## src/rtl/dilithium_host_seq.sv

```systemverilog
// Host-side sequencer for the Dilithium adapter stream interface: streams operands
// from a source RAM through a 2-entry prefetch FIFO and collects results into a sink RAM.
module dilithium_host_seq #(
  parameter int SEED_WORDS = 8,
  parameter int PK_WORDS   = 328,
  parameter int SK_WORDS   = 632,
  parameter int SIG_WORDS  = 605,
  parameter int AW         = 12,
  parameter int TIMEOUT    = 2**20
) (
  input  logic          clk,
  input  logic          rst,
  input  logic          cmd_valid,
  output logic          cmd_ready,
  input  logic [1:0]    cmd_mode,
  input  logic [31:0]   cmd_msg_len,
  output logic          src_rd_en,
  output logic [AW-1:0] src_addr,
  input  logic [31:0]   src_rd_data,
  output logic          snk_wr_en,
  output logic [AW-1:0] snk_addr,
  output logic [31:0]   snk_wr_data,
  output logic          start,
  output logic [1:0]    mode,
  output logic          valid_i,
  input  logic          ready_i,
  output logic [31:0]   data_i,
  input  logic          valid_o,
  output logic          ready_o,
  input  logic [31:0]   data_o,
  input  logic          done,
  output logic          busy,
  output logic          cmp_valid,
  output logic          verify_ok,
  output logic          err
);
  localparam int TW = $clog2(TIMEOUT + 1);
  localparam logic [1:0] MODE_VERIFY = 2'd1;
  localparam logic [1:0] MODE_SIGN   = 2'd2;
  localparam logic [1:0] MODE_BAD    = 2'd3;

  typedef enum logic [2:0] {IDLE, START, STREAM, DRAIN, FINISH} state_t;
  state_t state, state_nxt;

  logic [1:0]    mode_r;
  logic [31:0]   len_r;
  logic [31:0]   iss_cnt, sent_cnt, out_cnt;
  logic          inflight, inflight_len;
  logic [31:0]   fifo_mem [2];
  logic          fifo_wp, fifo_rp;
  logic [1:0]    fifo_cnt;
  logic          done_seen;
  logic [TW-1:0] idle_cnt;

  logic [31:0] msg_words, in_total, len_pos, out_total;
  logic        has_len;
  logic        accept, bad_cmd, in_hs, out_hs, issue, issue_len, out_last, timeout_hit;

  // Command-dependent stream geometry: LEN word slot, total input words, expected outputs
  always_comb begin
    msg_words = 32'((33'(len_r) + 33'd3) >> 2);
    if (msg_words == 32'd0) msg_words = 32'd1;
    has_len   = 1'b0;
    len_pos   = 32'd0;
    in_total  = 32'(SEED_WORDS);
    out_total = 32'(SK_WORDS + PK_WORDS);
    case (mode_r)
      MODE_VERIFY: begin
        has_len   = 1'b1;
        len_pos   = 32'(PK_WORDS + SIG_WORDS);
        in_total  = 32'(PK_WORDS + SIG_WORDS + 1) + msg_words;
        out_total = 32'd1;
      end
      MODE_SIGN: begin
        has_len   = 1'b1;
        len_pos   = 32'(SK_WORDS);
        in_total  = 32'(SK_WORDS + 1) + msg_words;
        out_total = 32'(SIG_WORDS);
      end
      default: ;
    endcase
  end

  assign accept  = (state == IDLE) && cmd_valid && (cmd_mode != MODE_BAD);
  assign bad_cmd = (state == IDLE) && cmd_valid && (cmd_mode == MODE_BAD);
  assign in_hs   = valid_i && ready_i;
  assign out_hs  = valid_o && ready_o;

  // A word popped this cycle frees a slot, which keeps one issue per cycle sustainable
  assign issue     = (state == STREAM) && (iss_cnt < in_total) &&
                     (({1'b0, fifo_cnt} + {2'b0, inflight}) < (3'd2 + {2'b0, in_hs}));
  assign issue_len = issue && has_len && (iss_cnt == len_pos);
  assign src_rd_en = issue && !issue_len;

  assign cmd_ready   = (state == IDLE) && !rst;
  assign start       = (state == START);
  assign busy        = (state != IDLE);
  assign cmp_valid   = (state == FINISH);
  assign mode        = (state != IDLE) ? mode_r : 2'd0;
  assign valid_i     = (state == STREAM) && (fifo_cnt != 2'd0);
  assign data_i      = valid_i ? fifo_mem[fifo_rp] : 32'd0;
  assign ready_o     = (state != IDLE);
  assign snk_wr_en   = out_hs && (out_cnt < out_total);
  assign snk_addr    = snk_wr_en ? out_cnt[AW-1:0] : '0;
  assign snk_wr_data = snk_wr_en ? data_o : 32'd0;

  always_comb begin
    state_nxt   = state;
    timeout_hit = 1'b0;
    out_last    = (out_cnt == out_total) || (snk_wr_en && (out_cnt + 32'd1 == out_total));
    case (state)
      IDLE:    if (accept) state_nxt = START;
      START:   state_nxt = STREAM;
      STREAM:  if (in_hs && (sent_cnt + 32'd1 == in_total)) state_nxt = DRAIN;
      DRAIN:   if (out_last && (done_seen || done)) state_nxt = FINISH;
      FINISH:  state_nxt = IDLE;
      default: state_nxt = IDLE;
    endcase
    if ((state inside {START, STREAM, DRAIN}) && !(in_hs || out_hs) &&
        (idle_cnt == TW'(TIMEOUT - 1))) begin
      timeout_hit = 1'b1;
      state_nxt   = FINISH;
    end
  end

  always_ff @(posedge clk or posedge rst) begin
    if (rst) begin
      state        <= IDLE;
      mode_r       <= 2'd0;
      len_r        <= 32'd0;
      iss_cnt      <= 32'd0;
      sent_cnt     <= 32'd0;
      out_cnt      <= 32'd0;
      src_addr     <= '0;
      inflight     <= 1'b0;
      inflight_len <= 1'b0;
      fifo_mem[0]  <= 32'd0;
      fifo_mem[1]  <= 32'd0;
      fifo_wp      <= 1'b0;
      fifo_rp      <= 1'b0;
      fifo_cnt     <= 2'd0;
      done_seen    <= 1'b0;
      idle_cnt     <= '0;
      err          <= 1'b0;
      verify_ok    <= 1'b0;
    end else begin
      state <= state_nxt;
      if (accept) begin
        mode_r       <= cmd_mode;
        len_r        <= cmd_msg_len;
        iss_cnt      <= 32'd0;
        sent_cnt     <= 32'd0;
        out_cnt      <= 32'd0;
        src_addr     <= '0;
        inflight     <= 1'b0;
        inflight_len <= 1'b0;
        fifo_wp      <= 1'b0;
        fifo_rp      <= 1'b0;
        fifo_cnt     <= 2'd0;
        done_seen    <= 1'b0;
        idle_cnt     <= '0;
        err          <= 1'b0;
        verify_ok    <= 1'b0;
      end else begin
        if (bad_cmd || timeout_hit) err <= 1'b1;
        if (issue) iss_cnt <= iss_cnt + 32'd1;
        if (src_rd_en) src_addr <= src_addr + 1'b1;
        inflight     <= issue;
        inflight_len <= issue_len;
        // RAM data (or the internal LEN word) lands one cycle after its issue
        if (inflight) begin
          fifo_mem[fifo_wp] <= inflight_len ? len_r : src_rd_data;
          fifo_wp           <= ~fifo_wp;
        end
        if (in_hs) begin
          fifo_rp  <= ~fifo_rp;
          sent_cnt <= sent_cnt + 32'd1;
        end
        fifo_cnt <= fifo_cnt + {1'b0, inflight} - {1'b0, in_hs};
        if (snk_wr_en) begin
          out_cnt <= out_cnt + 32'd1;
          if (mode_r == MODE_VERIFY) verify_ok <= data_o[0];
        end
        if (done && (state != IDLE)) done_seen <= 1'b1;
        if (state != IDLE) idle_cnt <= (in_hs || out_hs) ? '0 : idle_cnt + 1'b1;
      end
    end
  end
endmodule

```

## config.mk

```make
export PLATFORM = sky130hd
export DESIGN_NAME = dilithium_host_seq
export DESIGN_NICKNAME = d
export VERILOG_FILES = /design/src/rtl/dilithium_host_seq.sv
export SDC_FILE = /design/constraint.sdc
export NUM_CORES = 1
export LEC_CHECK = 0
export ABC_AREA = 0
export CAP_MARGIN = 20
export CORE_MARGIN = 2
export CORE_UTILIZATION = 47
export CTS_CLUSTER_SIZE = 30
export DETAILED_ROUTE_END_ITERATION = 8
export PLACE_DENSITY = 0.76
export SYNTH_ARGS = -nofsm -noshare
export SYNTH_HDL_FRONTEND = slang
export SYNTH_SLANG_ARGS = --single-unit
export TNS_END_PERCENT = 10
```

## constraint.sdc

```tcl
create_clock -name clk -period 11.1 [get_ports clk]
set_input_delay 1.665 -clock clk [delete_from_list [all_inputs] [get_ports clk]]
set_output_delay 1.665 -clock clk [all_outputs]
set_load 0.02 [all_outputs]
```

==> flow_summary_export.csv, run 1 <==
group,metric,value,unit
status,run_status,"complete, no violations",
setup_path,critical_path.top_delay_family,"simple AND/OR/NAND/NOR gates",
setup_path,crit_required,9.44,ns
global_routing,grt.total_usage,0.2835,
clocking,cts_tree,"yes",
sta,maxSlewViolCount,0,
route,drc,0,
synthesis,yosys_register_bits,239,
global_routing,grt_antenna_before_repair,0,
clocking,cts_buffers,27,
global_routing,grt_max_degree,96,
synthesis,synth_area,16400,sq um
global_routing,grt_pass1_wl,82290,um
setup_path,cp_common_cell,"a21o_1",
sta,finalCriticalPeriod,10.48,ns
sta,tightest_slew,1.124,ns
sta,rsz0062_at_grt,"false",
synthesis,postSynthCellCount,1985,
power_and_ir_drop,power.total,1941,uW
cells_and_area,nNetsFinal,2266,
setup_path,endpoint_kind,"primary output",
sta,max_freq,0.09539,GHz
sta,finalSetupViolations,0,
floorplan,start_util,0.4760,
run,drv_cap,0,
clocking,cts_sinks,239,
setup_path,cp_num_buf_inv,1,
sta,finClkSkew,0.008271,ns
floorplan,fp-row-count,68,
cells_and_area,diodes,0,
clocking,ctsResizeCount,0,
route,drtIter0Drc,1652,
setup_path,cp.arrival,8.82,ns
sta,finalCritPeriodShare,0.9444,
cells_and_area,syn_to_final_growth,19.29,%
place,io_buffers,201,
cells_and_area,mostFrequentLayoutCells,"nand2_1, dfrtp_1, clkdlybuf4s50_1, nor2_1, o21ai_0",
synthesis,async_flop_share,1.000,
min_path,min_path_type,"flip-flop to flip-flop",
sta,hold_violations,0,
floorplan,ioPinCount,204,
route,via_count,15720,
floorplan,chipHeight,190.8,um
floorplan,die_w,190.8,um
power_and_ir_drop,ir_worst_vdd,0.09628,mV
sta,setup_tns,0,ns
power_and_ir_drop,leakagePower,0.007797,uW
floorplan,dieArea,36400,sq um
route,ant_nets,0,
clocking,cts_hold_buf,0,
sta,slew_headroom,0.2510,
sta,setup_ws,0.6168,ns
setup_path,cp_slowest_stage_delay,0.72,ns
cells_and_area,drive_above_1_share,0.04981,
floorplan,core,34460,sq um
synthesis,synth.avg_cell_area,8.262,sq um
global_routing,grt_pass1_vias,15130,
place,place.gp.congestion,0.9790,
synthesis,synth_cell_types,86,
global_routing,grt.overflow.total,0,
route,totalWireLength,52310,um
clocking,clk_path_buf_depth,3,
synthesis,yosysWarnings,0,
setup_path,cpMaxStageDelayCell,"dfrtp_1",
clocking,clkTransAtPathRegs,0.06,ns
setup_path,worstPathMaxFanout,18,
clocking,cts_root_buffer,"clkbuf_16",
clocking,htreeDepth,1,
place,dp.final_hpwl,37740,um
route,vias_per_cell,6.084,
setup_path,startpoint_type,"flip-flop",
cells_and_area,nFillCells,3162,
clocking,clk_latency,0.55,ns
route,routedWlPerCell,20.25,um
synthesis,synth_edf_count,0,
clocking,cts_setup_buffers,0,
setup_path,critPathKind,"flip-flop to primary output",
synthesis,ys_seq_area_frac,0.3647,
place,pre_cts_ws,1.299,ns
synthesis,synthFlopType,"dfrtp_1",
cells_and_area,final_common_cell,"nand2_1",
power_and_ir_drop,power_per_cell_area,99.23,nW/um^2
route,dr.pass1.iters,6,
[state kept, by name, indices dropped and copies added (netlist names)]
| signal | flops |
|---|---|
| idle_cnt | 21 |
| err | 1 |
| len_r | 32 |
| fifo_rp | 1 |
| fifo_wp | 1 |
| inflight_len | 1 |
| mode_r | 2 |
| src_addr | 12 |
| verify_ok | 1 |
| out_cnt | 32 |
| sent_cnt | 32 |
| done_seen | 1 |
| fifo_cnt | 2 |
| state | 3 |
| fifo_mem | 64 |
| inflight | 1 |
| iss_cnt | 32 |
[cell usage after synthesis (all sizes together), types with 6 or more instances]
master,instances,share of area
nor2,183,0.042
clkbuf,100,0.023
mux2i,80,0.049
o22ai,7,0.0027
and3,42,0.016
a22oi,6,0.0027
a21oi,95,0.029
xor2,53,0.028
buf,29,0.0093
o211ai,20,0.0095
a21o,18,0.0082
a21boi,6,0.0027
or3,21,0.0083
dfrtp,239,0.36
nor3,42,0.013
and4,12,0.0064
inv,34,0.0078
nand2b,8,0.0031
nor4,31,0.012
nor2b,9,0.0034
a31o,8,0.0043
o31ai,34,0.016
o21a,6,0.0027
nor3b,6,0.0027
xnor2,68,0.036
a22o,8,0.0043
nand2,263,0.060
or4,27,0.012
ha,53,0.040
and2,82,0.031
or2,9,0.0034
nand3,87,0.027
nand4,55,0.021
a31oi,15,0.0057
o21ai,147,0.045
[power breakdown]
part           switching (uW)  internal [uW]  total (uW)
Combinational            76.7           78.8         155
Clock                     364            526         890
Sequential               17.0            879         896
[cell families after synthesis]
family | synth area share
AND/OR/NAND/NOR | 0.2702
AO/OA/AOI/OAI | 0.1701
flip-flops | 0.3647
buffers and inverters | 0.03998
XOR/XNOR | 0.06462
multiplexers | 0.04951
adder cells (fa/ha/maj) | 0.04043
other | 0.0004579
[metrics by stage]
step,hold WS (ns),cells,area (sq um),utilization
final,0.4784,2583,19570,0.5678
after global routing,0.5022,2583,19570,0.5678
after CTS,0.4839,2583,19570,0.5678
after detailed placement,0.4660,2535,18670,0.5419
after global placement,0.4601,2535,18670,0.5419
after floorplan,0.4437,1986,16400,-
[final cells by class]
type,instances,area (sq um),share of cell area
repair buffers,223,2177,0.1113
multi-input cells,1584,9808,0.5013
clock buffers,37,803.3,0.04106
well taps,455,569.3,0.02910
clock inverters,11,88.84,0.004541
inverters,34,135.1,0.006907
flip-flops and latches,239,5983,0.3058
[final timing paths]
kind	slack, ns	endpoint	cells after the start	startpoint
worst max-delay path	0.62	src_rd_en	27	len_r[5]$_DFFE_PP0P_
worst min-delay path	0.48	fifo_mem[2]$_DFFE_PP0P_	2	fifo_mem[2]$_DFFE_PP0P_
worst max register to register	2.69	iss_cnt[28]$_DFFE_PP0P_	28	len_r[5]$_DFFE_PP0P_
worst min register to register	0.48	fifo_mem[2]$_DFFE_PP0P_	2	fifo_mem[2]$_DFFE_PP0P_
max in group asynchronous	7.95	fifo_mem[49]$_DFFE_PP0P_	3	rst
min in group asynchronous	1.65	out_cnt[15]$_DFFE_PP0P_	2	rst
[layer usage]
layer  vias to the layer above  track usage  routed length, um
met5                         -            0                  0
met1                      7568       0.3808              22390
met4                         0      0.09153               1523
met3                        97      0.05374               4061
li1                       7373            -                  -
met2                       678       0.4606              24340
[worst register-to-register path: cells and delay by family (launching register included)]
kind | cells | cell delay [ns]
AOI/OAI and AO/OA | 16 | 3.54
and+or+nand+nor | 9 | 3.27
DFF | 1 | 0.72
adders and majority gates | 2 | 0.43
buffers and inverters | 1 | 0.36
No activity file was read; power rests on OpenSTA's default activity.
==> inputs of run 2 (changes only) <==
==> constraint.sdc (replaced) <==
create_clock -name clk -period 11.1 [get_ports clk]
set_input_delay 2.22 -clock clk [delete_from_list [all_inputs] [get_ports clk]]
set_output_delay 2.22 -clock clk [all_outputs]
set_load 0.02 [all_outputs]
==> run 2 against run 1 <==
Effect of this change:
- clock skew up 0.011 ns
- non-clock buffer count up 4
- sequential cell count unchanged
- sequential power about the same
- die area unchanged
- highest routed layer unchanged
==> flow_summary_export.csv, run 2 (synthesis results as in run 1) <==
group,metric,value,unit
status,run_status,"complete, no violations",
setup_path,cp_slowest_stage_delay,0.68,ns
route,ant_nets,0,
sta,hold_violations,0,
floorplan,die_w,190.8,um
clocking,cts_tree,"yes",
floorplan,start_util,0.4760,
cells_and_area,mostFrequentLayoutCells,"nand2_1, dfrtp_1, clkdlybuf4s50_1, nor2_1, o21ai_0",
cells_and_area,nNetsFinal,2270,
setup_path,crit_required,8.88,ns
global_routing,grt_antenna_before_repair,0,
floorplan,dieArea,36400,sq um
setup_path,cp_common_cell,"a21o_1",
cells_and_area,syn_to_final_growth,20.09,%
floorplan,fp-row-count,68,
power_and_ir_drop,leakagePower,0.007853,uW
run,drv_cap,0,
clocking,clkTransAtPathRegs,0.06,ns
setup_path,r2r-start,"len_r[10]$_DFFE_PP0P_",
sta,max_freq,0.09468,GHz
setup_path,critPathKind,"flip-flop to primary output",
setup_path,endpoint_kind,"primary output",
power_and_ir_drop,power.total,2020,uW
global_routing,grt_pass1_vias,15340,
global_routing,grt_max_degree,96,
route,vias_per_cell,6.125,
setup_path,reg2reg_depth,29,
setup_path,startpoint_type,"flip-flop",
sta,finalCritPeriodShare,0.9515,
cells_and_area,largest_register_ff_count,64,
floorplan,ioPinCount,204,
cells_and_area,seq_area,5984,sq um
setup_path,reg2reg_slack,3.17,ns
cells_and_area,final_cell_area,19700,sq um
clocking,cts_root_buffer,"clkbuf_16",
cells_and_area,multi_input_area,9839,sq um
sta,finClkSkew,0.01976,ns
route,drtIter0Drc,1831,
cells_and_area,diodes,0,
sta,setup_tns,0,ns
setup_path,cpMaxStageDelayCell,"clkdlybuf4s50_1",
setup_path,r2r_end,"iss_cnt[30]$_DFFE_PP0P_",
clocking,htreeDepth,1,
route,drc,0,
floorplan,core,34460,sq um
global_routing,busiest_layer,"met2",
cells_and_area,top_register,"fifo_mem",
route,routedWlPerCell,20.46,um
min_path,min_from,"fifo_mem[18]$_DFFE_PP0P_",
global_routing,gr-usage-met1,0.3989,
cells_and_area,final_common_cell,"nand2_1",
min_path,min_path_type,"flip-flop to flip-flop",
sta,maxSlewViolCount,0,
cells_and_area,nFillCells,3075,
setup_path,cp.arrival,8.34,ns
route,dr.pass1.iters,6,
cells_and_area,drive_above_1_share,0.05485,
sta,finalCriticalPeriod,10.56,ns
place,io_buffers,201,
sta,rsz0062_at_grt,"false",
power_and_ir_drop,power_per_cell_area,102.6,nW/um^2
route,totalWireLength,52960,um
sta,tightest_slew,1.160,ns
route,via_count,15850,
min_path,min_delay_path_depth,2,
clocking,cts_hold_buf,0,
sta,slew_headroom,0.2264,
clocking,clk_latency,0.55,ns
floorplan,chipHeight,190.8,um
place,place_area,18700,sq um
min_path,whs_endpoint,"fifo_mem[18]$_DFFE_PP0P_",
clocking,cts_sinks,239,
global_routing,grt.overflow.total,0,
global_routing,met2_usage,0.4666,
global_routing,met3_usage,0.04435,
clocking,cts_buffers,27,
global_routing,grt_pass1_wl,83820,um
sta,finalSetupViolations,0,
place,dp.final_hpwl,37980,um
clocking,clk_path_buf_depth,3,
power_and_ir_drop,ir_worst_vdd,0.1025,mV
setup_path,worstPathMaxFanout,13,
global_routing,grt.total_usage,0.2888,
place,place.gp.congestion,0.9945,
-- run 2: cell types whose count changed in the layout (fill, tap and decap cells not counted), moves of 2 or more --
cell	previous run	this run
clkinv_4	0	3
clkbuf_8	9	7
clkinv_2	7	5
bufinv_16	1	4
buf_4	22	26
clkinvlp_4	2	0
-- run 2: critical path, delay by kind of cell, from the launching register on --
| kind | cells | cell delay, ns |
|---|---|---|
| buffers and inverters | 2 | 0.87 |
| XOR/XNOR | 1 | 0.33 |
| AND/OR/NAND/NOR | 10 | 2.97 |
| adder cells (fa/ha/maj) | 2 | 0.43 |
| flip-flops | 1 | 0.58 |
| AO/OA/AOI/OAI | 13 | 2.60 |
-- run 2: repair_timing --
item / CTS / global route
endpoints found under the setup margin: 0 / 1
resized for setup: 0 / 7
buffers inserted: 0 / 1
-- run 2: layout make-up --
type	instances	share of cell area
multi-input cells	1584	0.4996
flip-flops and latches	239	0.3039
repair buffers	227	0.1121
clock buffers	36	0.03958
well taps	455	0.02891
clock inverters	13	0.009148
inverters	34	0.006861
-- run 2: stage by stage --
step | util | setup slack (ns) | hold WS [ns] | cells
finish | 0.5716 | 0.5380 | 0.4799 | 2588
global route | 0.5716 | 0.006875 | 0.4984 | 2588
CTS | 0.5704 | 0.2274 | 0.4787 | 2587
detailed placement | 0.5426 | 0.8415 | 0.4623 | 2538
global placement | 0.5426 | 1.010 | 0.4603 | 2538
floorplan | - | 2.320 | 0.4437 | 1986
-- run 2: worst max-delay path by stage --
| stage | startpoint | end | slack [ns] | cells past startpoint |
|---|---|---|---|---|
| global route | len_r[3]$_DFFE_PP0P_ | src_rd_en | 0.007 | 27 |
| CTS | len_r[10]$_DFFE_PP0P_ | src_rd_en | 0.23 | 27 |
| global placement | len_r[10]$_DFFE_PP0P_ | src_rd_en | 1.01 | 27 |
| finish | len_r[10]$_DFFE_PP0P_ | src_rd_en | 0.54 | 28 |
| floorplan | rst | done_seen$_DFFE_PP0P_ | 2.32 | 1 |
| detailed placement | len_r[10]$_DFFE_PP0P_ | src_rd_en | 0.84 | 27 |
-- run 2: report_power, final --
group / total [uW] / switching [uW] / leakage, uW / internal, uW
sequential: 896 / 17.6 / 0.00307 / 879
clock: 966 / 380 / 0.000478 / 585
combinational: 158 / 78.5 / 0.00430 / 79.2
total: 2020 / 477 / 0.00785 / 1540
-- run 2: per-layer routing --
layer  vias up  share of wire  routed length (um)
met5         -              0                   0
met4         0          0.031                1635
met3       110          0.074                3944
met2       686           0.46               24420
met1      7661           0.43               22960
li1       7395              -                   -
==> inputs of run 3 (changes only) <==
--- a/config.mk
+++ b/config.mk
@@ -8,10 +8,11 @@
 export ABC_AREA = 0
 export CAP_MARGIN = 20
 export CORE_MARGIN = 2
-export CORE_UTILIZATION = 47
+export CORE_UTILIZATION = 40
 export CTS_CLUSTER_SIZE = 30
 export DETAILED_ROUTE_END_ITERATION = 8
-export PLACE_DENSITY = 0.76
+export PLACE_DENSITY = 0.73
+export REMOVE_ABC_BUFFERS = 1
 export SYNTH_ARGS = -nofsm -noshare
 export SYNTH_HDL_FRONTEND = slang
 export SYNTH_SLANG_ARGS = --single-unit
==> run 3 against run 2 <==
Effect of this change:
- global-route usage decreased by 4.8 points
- power decreased by 1.8%
- non-clock buffer count increased by 2
- maximum frequency decreased by 1.5%
==> flow_summary_export.csv, run 3 (synthesis results as in run 1) <==
group,metric,value,unit
place,dp.final_hpwl,38310,um
route,routedWlPerCell,19.58,um
floorplan,ioPinCount,204,
setup_path,cp.arrival,8.50,ns
sta,maxSlewViolCount,0,
cells_and_area,largest_register_ff_count,64,
clocking,htreeDepth,1,
cells_and_area,diodes,0,
floorplan,core,40650,sq um
cells_and_area,drive_above_1_share,0.05488,
sta,finalCritPeriodShare,0.9658,
clocking,cts_root_buffer,"clkbuf_16",
setup_path,startpoint_type,"flip-flop",
global_routing,grt_antenna_before_repair,0,
clocking,cts_tree,"yes",
sta,finClkSkew,0.02355,ns
floorplan,dieArea,42640,sq um
route,drc,0,
sta,setup_tns,0,ns
cells_and_area,top_register,"fifo_mem",
sta,tightest_slew,1.113,ns
sta,rsz0062_at_grt,"false",
floorplan,chipHeight,206.5,um
setup_path,crit_required,8.88,ns
power_and_ir_drop,ir_worst_vdd,0.06233,mV
power_and_ir_drop,power_per_cell_area,100.2,nW/um^2
sta,max_freq,0.09328,GHz
setup_path,critPathKind,"flip-flop to primary output",
power_and_ir_drop,leakagePower,0.007851,uW
cells_and_area,seq_area,5986,sq um
setup_path,cp_common_cell,"a21o_1",
status,run_status,"complete, no violations",
route,dr.pass1.iters,6,
global_routing,grt.overflow.total,0,
global_routing,grt_pass1_wl,81560,um
sta,slew_headroom,0.2521,
clocking,cts_sinks,239,
global_routing,grt_pass1_vias,14660,
setup_path,worstPathMaxFanout,9,
global_routing,grt.total_usage,0.2405,
floorplan,start_util,0.4035,
clocking,clkTransAtPathRegs,0.06,ns
cells_and_area,mostFrequentLayoutCells,"nand2_1, dfrtp_1, clkdlybuf4s50_1, nor2_1, o21ai_0",
setup_path,endpoint_kind,"primary output",
cells_and_area,multi_input_area,9848,sq um
place,place.gp.congestion,0.9557,
sta,finalSetupViolations,0,
route,via_count,15500,
global_routing,grt_max_degree,103,
clocking,cts_buffers,26,
floorplan,die_w,206.5,um
setup_path,cp_slowest_stage_delay,0.68,ns
route,vias_per_cell,5.816,
cells_and_area,nFillCells,3859,
clocking,clk_latency,0.56,ns
sta,hold_violations,0,
place,io_buffers,201,
clocking,cts_hold_buf,0,
route,drtIter0Drc,1359,
run,drv_cap,0,
cells_and_area,syn_to_final_growth,20.67,%
place,pre_cts_ws,0.6661,ns
clocking,clk_path_buf_depth,3,
sta,setup_ws,0.3795,ns
cells_and_area,final_common_cell,"nand2_1",
setup_path,cpMaxStageDelayCell,"clkdlybuf4s50_1",
min_path,min_path_type,"flip-flop to flip-flop",
cells_and_area,utilization,0.4869,
floorplan,fp-row-count,74,
sta,finalCriticalPeriod,10.72,ns
route,ant_nets,0,
route,totalWireLength,52160,um
power_and_ir_drop,power.total,1983,uW
cells_and_area,nNetsFinal,2271,
[run 3: final timing paths]
path	slack (ns)	endpoint	startpoint	depth (start not counted)
worst max-delay path	0.38	src_rd_en	len_r[0]$_DFFE_PP0P_	28
worst min-delay path	0.48	fifo_mem[0]$_DFFE_PP0P_	fifo_mem[0]$_DFFE_PP0P_	2
worst max register to register	2.99	iss_cnt[9]$_DFFE_PP0P_	len_r[0]$_DFFE_PP0P_	29
worst min register to register	0.48	fifo_mem[0]$_DFFE_PP0P_	fifo_mem[0]$_DFFE_PP0P_	2
max in group asynchronous	7.35	inflight_len$_DFF_PP0_	rst	3
min in group asynchronous	2.25	err$_DFFE_PP0P_	rst	2
[run 3: where the power goes]
| group | switching, uW | total (uW) | internal, uW |
|---|---|---|---|
| logic | 73.6 | 152 | 78.3 |
| clock network | 368 | 936 | 568 |
| registers | 16.1 | 895 | 879 |
| total | 457 | 1980 | 1530 |
[run 3: area by class of cell]
type	instances	share of cell area
Inverter	34	0.006828
Multi-Input combinational cell	1584	0.4976
Tap cell	532	0.03363
Sequential cell	239	0.3025
Clock buffer	34	0.03800
Clock inverter	12	0.008662
Timing Repair Buffer	229	0.1128
[run 3: worst max-delay path: cells and delay by family, from the launching register on]
family	cells	cell delay [ns]
compound gates	14	2.97
xor+xnor	1	0.59
simple gates	9	2.53
buf+inv	2	0.92
fa+ha+maj	2	0.44
flops	1	0.47
[run 3: per-stage QoR]
step / hold slack (ns) / std cells / cell area (sq um)
6_report: 0.4773 / 2664 / 19790
5_1_grt: 0.5020 / 2664 / 19790
4_1_cts: 0.4835 / 2661 / 19730
3_5_place_dp: 0.4699 / 2615 / 18800
3_3_place_gp: 0.4604 / 2614 / 18780
2_1_floorplan: 0.4437 / 1857 / 15880
[run 3: per-layer routing]
metal / vias to the layer above / part of all wire / global-route usage
met4: 0 / 0.039 / 0.09694
met1: 7516 / 0.43 / 0.3199
met3: 104 / 0.053 / 0.02728
met5: - / 0 / 0
met2: 471 / 0.48 / 0.3981
li1: 7404 / - / -
[run 3: what timing repair did]
item | CTS | global route
setup endpoints to repair | 0 | 1
endpoints found under the hold margin | 0 | 0
setup buffers | 0 | 2
resized for setup | 0 | 9
